`config.mk`:
```
export PLATFORM = sky130hd
export DESIGN_NAME = axi_bus_initiator
export DESIGN_NICKNAME = d
export VERILOG_FILES = /design/src/rtl/axi_bus_initiator.sv
export SDC_FILE = /design/constraint.sdc
export NUM_CORES = 1
export LEC_CHECK = 0
export CAP_MARGIN = 20
export CORE_MARGIN = 1
export CORE_UTILIZATION = 42
export DETAILED_ROUTE_END_ITERATION = 7
export PLACE_DENSITY = 0.85
export REMOVE_ABC_BUFFERS = 1
export SLEW_MARGIN = 20
export SYNTH_ARGS = -nofsm -noshare
export SYNTH_HDL_FRONTEND = slang
export SYNTH_SLANG_ARGS = --single-unit
```
`constraint.sdc`:
```
create_clock -name CLK -period 1.95 [get_ports CLK]
set_input_delay 0.4875 -clock CLK [delete_from_list [all_inputs] [get_ports CLK]]
set_output_delay 0.4875 -clock CLK [all_outputs]
set_load 0.01 [all_outputs]
```
`src/rtl/axi_bus_initiator.sv`:
```
// Register-bus initiator: single-beat commands in, one-cycle strobes out, read data back after a fixed latency.
// Optional activity counters are enabled with `define AXI_BUS_INITIATOR_STATS_EN.
module axi_bus_initiator #(
  parameter int unsigned READ_LATENCY = 1,
  parameter logic [18:0] ADDR_LIMIT   = 19'h7FFFF,
  parameter int unsigned IDLE_GAP     = 0,
  parameter logic [31:0] ERR_DATA     = 32'hDEADBEEF
) (
  input  logic        CLK,
  input  logic        RST_N,
  input  logic        Cmd_Valid,
  output logic        Cmd_Ready,
  input  logic        Cmd_Write,
  input  logic [18:0] Cmd_Address,
  input  logic [31:0] Cmd_WriteData,
  output logic        Rsp_Valid,
  input  logic        Rsp_Ready,
  output logic [31:0] Rsp_ReadData,
  output logic        Rsp_Error,
  output logic [18:0] AXI_Address,
  output logic        AXI_Read,
  output logic        AXI_Write,
  output logic [31:0] AXI_WriteData,
  input  logic [31:0] AXI_ReadData
`ifdef AXI_BUS_INITIATOR_STATS_EN
  ,
  output logic [15:0] Stat_Reads,
  output logic [15:0] Stat_Writes,
  output logic [7:0]  Stat_Errors
`endif
);

  typedef enum logic [2:0] {StIdle, StGap, StStrobe, StWait, StResp} state_e;

  localparam logic [3:0] GapInit  = 4'(IDLE_GAP);
  localparam logic [3:0] WaitInit = 4'(READ_LATENCY - 1);

  state_e      state_q, state_d;
  logic [18:0] addr_q, addr_d;
  logic [31:0] wdata_q, wdata_d;
  logic        write_q, write_d;
  logic [3:0]  wait_q, wait_d;
  logic [3:0]  gap_q, gap_d;
  logic [31:0] rsp_data_q, rsp_data_d;
  logic        rsp_err_q, rsp_err_d;
  logic        strobe;
  logic        in_range;

  assign strobe   = (state_q == StStrobe);
  assign in_range = (Cmd_Address <= ADDR_LIMIT);

  always_comb begin
    state_d    = state_q;
    addr_d     = addr_q;
    wdata_d    = wdata_q;
    write_d    = write_q;
    wait_d     = wait_q;
    rsp_data_d = rsp_data_q;
    rsp_err_d  = rsp_err_q;
    gap_d      = gap_q;
    if (strobe) begin
      gap_d = GapInit;
    end else if (gap_q != 4'd0) begin
      gap_d = gap_q - 4'd1;
    end

    unique case (state_q)
      StIdle: begin
        if (Cmd_Valid) begin
          if (in_range) begin
            addr_d  = Cmd_Address;
            write_d = Cmd_Write;
            if (Cmd_Write) begin
              wdata_d = Cmd_WriteData;
            end
            state_d = StStrobe;
          end else if (!Cmd_Write) begin
            // Rejected read answers immediately without touching the bus.
            rsp_data_d = ERR_DATA;
            rsp_err_d  = 1'b1;
            state_d    = StResp;
          end
        end
      end
      StGap: begin
        if (gap_d == 4'd0) begin
          state_d = StIdle;
        end
      end
      StStrobe: begin
        if (write_q) begin
          state_d = (GapInit != 4'd0) ? StGap : StIdle;
        end else begin
          wait_d  = WaitInit;
          state_d = StWait;
        end
      end
      StWait: begin
        if (wait_q == 4'd0) begin
          rsp_data_d = AXI_ReadData;
          rsp_err_d  = 1'b0;
          state_d    = StResp;
        end else begin
          wait_d = wait_q - 4'd1;
        end
      end
      StResp: begin
        if (Rsp_Ready) begin
          state_d = (gap_d != 4'd0) ? StGap : StIdle;
        end
      end
      default: state_d = StIdle;
    endcase
  end

  always_ff @(posedge CLK) begin
    if (!RST_N) begin
      state_q    <= StIdle;
      addr_q     <= '0;
      wdata_q    <= '0;
      write_q    <= 1'b0;
      wait_q     <= '0;
      gap_q      <= '0;
      rsp_data_q <= '0;
      rsp_err_q  <= 1'b0;
    end else begin
      state_q    <= state_d;
      addr_q     <= addr_d;
      wdata_q    <= wdata_d;
      write_q    <= write_d;
      wait_q     <= wait_d;
      gap_q      <= gap_d;
      rsp_data_q <= rsp_data_d;
      rsp_err_q  <= rsp_err_d;
    end
  end

  assign Cmd_Ready     = (state_q == StIdle) && RST_N;
  assign AXI_Read      = strobe && !write_q;
  assign AXI_Write     = strobe && write_q;
  assign AXI_Address   = addr_q;
  assign AXI_WriteData = wdata_q;
  assign Rsp_Valid     = (state_q == StResp);
  assign Rsp_ReadData  = rsp_data_q;
  assign Rsp_Error     = rsp_err_q;

`ifdef AXI_BUS_INITIATOR_STATS_EN
  logic [15:0] stat_reads_q;
  logic [15:0] stat_writes_q;
  logic [7:0]  stat_errors_q;
  logic        reject;

  assign reject = Cmd_Valid && Cmd_Ready && !in_range;

  // Counters saturate rather than wrap.
  always_ff @(posedge CLK) begin
    if (!RST_N) begin
      stat_reads_q  <= '0;
      stat_writes_q <= '0;
      stat_errors_q <= '0;
    end else begin
      if (AXI_Read && (stat_reads_q != '1)) begin
        stat_reads_q <= stat_reads_q + 16'd1;
      end
      if (AXI_Write && (stat_writes_q != '1)) begin
        stat_writes_q <= stat_writes_q + 16'd1;
      end
      if (reject && (stat_errors_q != '1)) begin
        stat_errors_q <= stat_errors_q + 8'd1;
      end
    end
  end

  assign Stat_Reads  = stat_reads_q;
  assign Stat_Writes = stat_writes_q;
  assign Stat_Errors = stat_errors_q;
`endif

endmodule
```
==> metrics, run 1 <==
Std-Cell Rows=35; Placed Area=5860 µm²; clock transition at the registers of the reported paths=0.09 ns; Area growth, synth to finish=51.6%; Mapped Area=4030 µm²; Detail Placement HPWL=7550 µm; CP required=1.46 ns; Post-Synth Simple-Gate Area=0.200; worst-path cell chain=or4b_4 -> inv_1 -> buf_6; multiplexer area fraction after synthesis=0.0820; r2r endpoint=Rsp_ReadData[18]; Adder-Cell Fraction of Synth Area=0.00931; Setup crit end kind=output pin; Clock Latency Late Sink=0.35 ns; Die Height=100 µm; Die Span X=100 µm; WL final=10,400 µm; synth cell count leaders=nand2_1 (106), dfxtp_1 (96), a21boi_1 (38), o21ai_0 (36), mux2i_1 (33); GPL Wtd Cong=0.735; I/O pin cnt=176; Main synth FF type=dfxtp_1; f_max=528 MHz; Slew Viols, Final=0; setup slack, reg-to-reg=0.27 ns; max-cap violations=0; Critical R2R Launch=wait_q[0]; main combinational cell family by area after synthesis=simple AND/OR/NAND/NOR gates; Compound-Gate Fraction of Synth Area=0.165; Vias=3,775; RSZ-0062 raised after global routing=false; WHS=0.438 ns; count leader, synth=nand2_1; First-pass DRT Iterations=5; status=complete, no violations; cell area after layout=6110 µm²; Via density=5.04; leading area contributor after synthesis=dfxtp_1; CTS tree=done; peak supply drop=373 µV; post-route setup slack=0.0563 ns; Syn Area/Cell=8.92 µm²; Worst Hold Path EP=Rsp_Error; WL per Instance=13.9 µm; Routed Antenna Nets=0; register area share after synthesis=0.477; Setup Fix Bufs, Post-CTS=0; synth top area cells=dfxtp_1 (48%), nand2_1 (9.9%), mux2i_1 (8.2%), a21boi_1 (7.1%), o21ai_0 (4.5%); # DRC=0; worst-path cell with the longest stage delay=or4b_4; Starting DRT DRC Count=119; critical path arrival=1.41 ns; DIE AREA=9990 µm²; crit share post-route=0.971; Hold WC Path Type=flop to flop; htree depth=3; first-pass GRT wire length=16,700 µm; Tmin final=1.89 ns; hold_buf cts=0; gr ovfl total=0; Post-synth EDFFs=0; pwr/cell area=694 nW/µm²; leak pwr=2.43 nW; Max Clock Skew=0.0114 ns; share of cells above drive strength 1=0.0710; worst slew pin tran=0.546 ns; Yosys reg bits=96; ANT cells=0; placeable core area=9280 µm²; final hold violations=0; worst setup path class=flop to output pin; Clock Path Buffers=2; pre-CTS setup slack=-0.0316 ns; Synth top area share=0.477; largest net degree at the start of global routing=54; xor-xnor portion of the synthesized cell area=0.00435; Worst Reg-to-Reg Cells=6; slew margin rel.=0.633; Mapped Cells=452; # clock sinks=96; final setup fails=0; initial antenna violation count=0; CP max FO=4; Critical Path Start Type=flop; Netlist cell types=42; Initial Util=0.434; port bufs=175; vias in the first global route=3,726; CTS buffer count=9; total track usage=0.208; Synth Warn #=0; nets=706; fraction of registers with async set/reset=0; critical path's largest stage delay=0.55 ns; hold path depth=2; hold path startpoint=Rsp_Error; root buffer cell=clkbuf_8
cell type report:
class | instances | area (µm²)
clock buffer | 10 | 138
clock inverter | 6 | 91.3
fill | 783 | 3170
inverter | 8 | 30.0
multi-input combinational | 309 | 1880
sequential | 96 | 1920
tap | 129 | 161
timing repair buffer | 191 | 1880
registers in the layout (all words and copies together), names as in the netlist:
name and count:
write_q 1, wait_q 4, AXI_Address 19, AXI_WriteData 32, state_q 3, gap_q 4
Rsp_Error 1, Rsp_ReadData 32
worst max-delay path by stage:
stage,start,to
floorplan,wait_q[0],state_q[0]
global placement,state_q[2],AXI_Read
detailed placement,state_q[2],AXI_Read
CTS,state_q[2],AXI_Read
global route,state_q[2],AXI_Read
finish,state_q[2],AXI_Read
layer usage:
layer | part of all wire | GRT usage | wire length, µm
met5 | 0 | 0 | 0
met4 | 0.022 | 0.0882 | 227
met3 | 0.075 | 0.0641 | 778
met2 | 0.51 | 0.380 | 5340
met1 | 0.39 | 0.221 | 4050
logic make-up after synthesis:
kind of cell,after synthesis
DFF,96
buffers and inverters,47
AOI/OAI and AO/OA,102
adders and majority gates,3
and+or+nand+nor,169
muxes,33
xor gates and xnor gates,2
metrics by stage:
stage / TNS [ns] / cells / power (mW) / util
after floorplan: -9.87 / 413 / 2.37 / -
after global placement: -0.0241 / 733 / 2.80 / 0.631
after detailed placement: -0.0316 / 733 / 2.82 / 0.631
after CTS: 0 / 749 / 4.28 / 0.657
after global routing: 0 / 749 / 4.42 / 0.658
final: 0 / 749 / 4.24 / 0.658
report_power, final:
group / internal, mW / switching (mW)
clock network: 0.765 / 0.700
logic: 0.412 / 0.279
registers: 2.04 / 0.0427
cell usage in the layout, fill, tap and decap left out, types with 4 or more instances in the layout:
cell,count
dfxtp_1,96
nand2_1,106
a21oi_1,4
a21boi_0,15
clkbuf_8,10
clkdlybuf4s50_1,170
mux2i_1,33
nor2_1,5
inv_1,8
nand3_1,32
o21ai_0,36
buf_4,15
a21boi_1,38
critical path, delay by kind of cell, from the launching register on:
family / cells / cell delay, ns
buffers and inverters: 2 / 0.19
DFF: 1 / 0.32
and+or+nand+nor: 1 / 0.55
what timing repair did:
item	4_1_cts	5_1_grt
setup endpoints to repair	4	3
resized for setup	18	3
pin swaps	0	0
hold endpoints to repair	0	0
(Power assumes the default switching activity.)
==> run 2, diff against run 1 <==
Settings changed: SLEW_MARGIN 20 to unset.
==> results of run 2 <==
No change in the layout: final DEF, timing and power equal those of run 1.
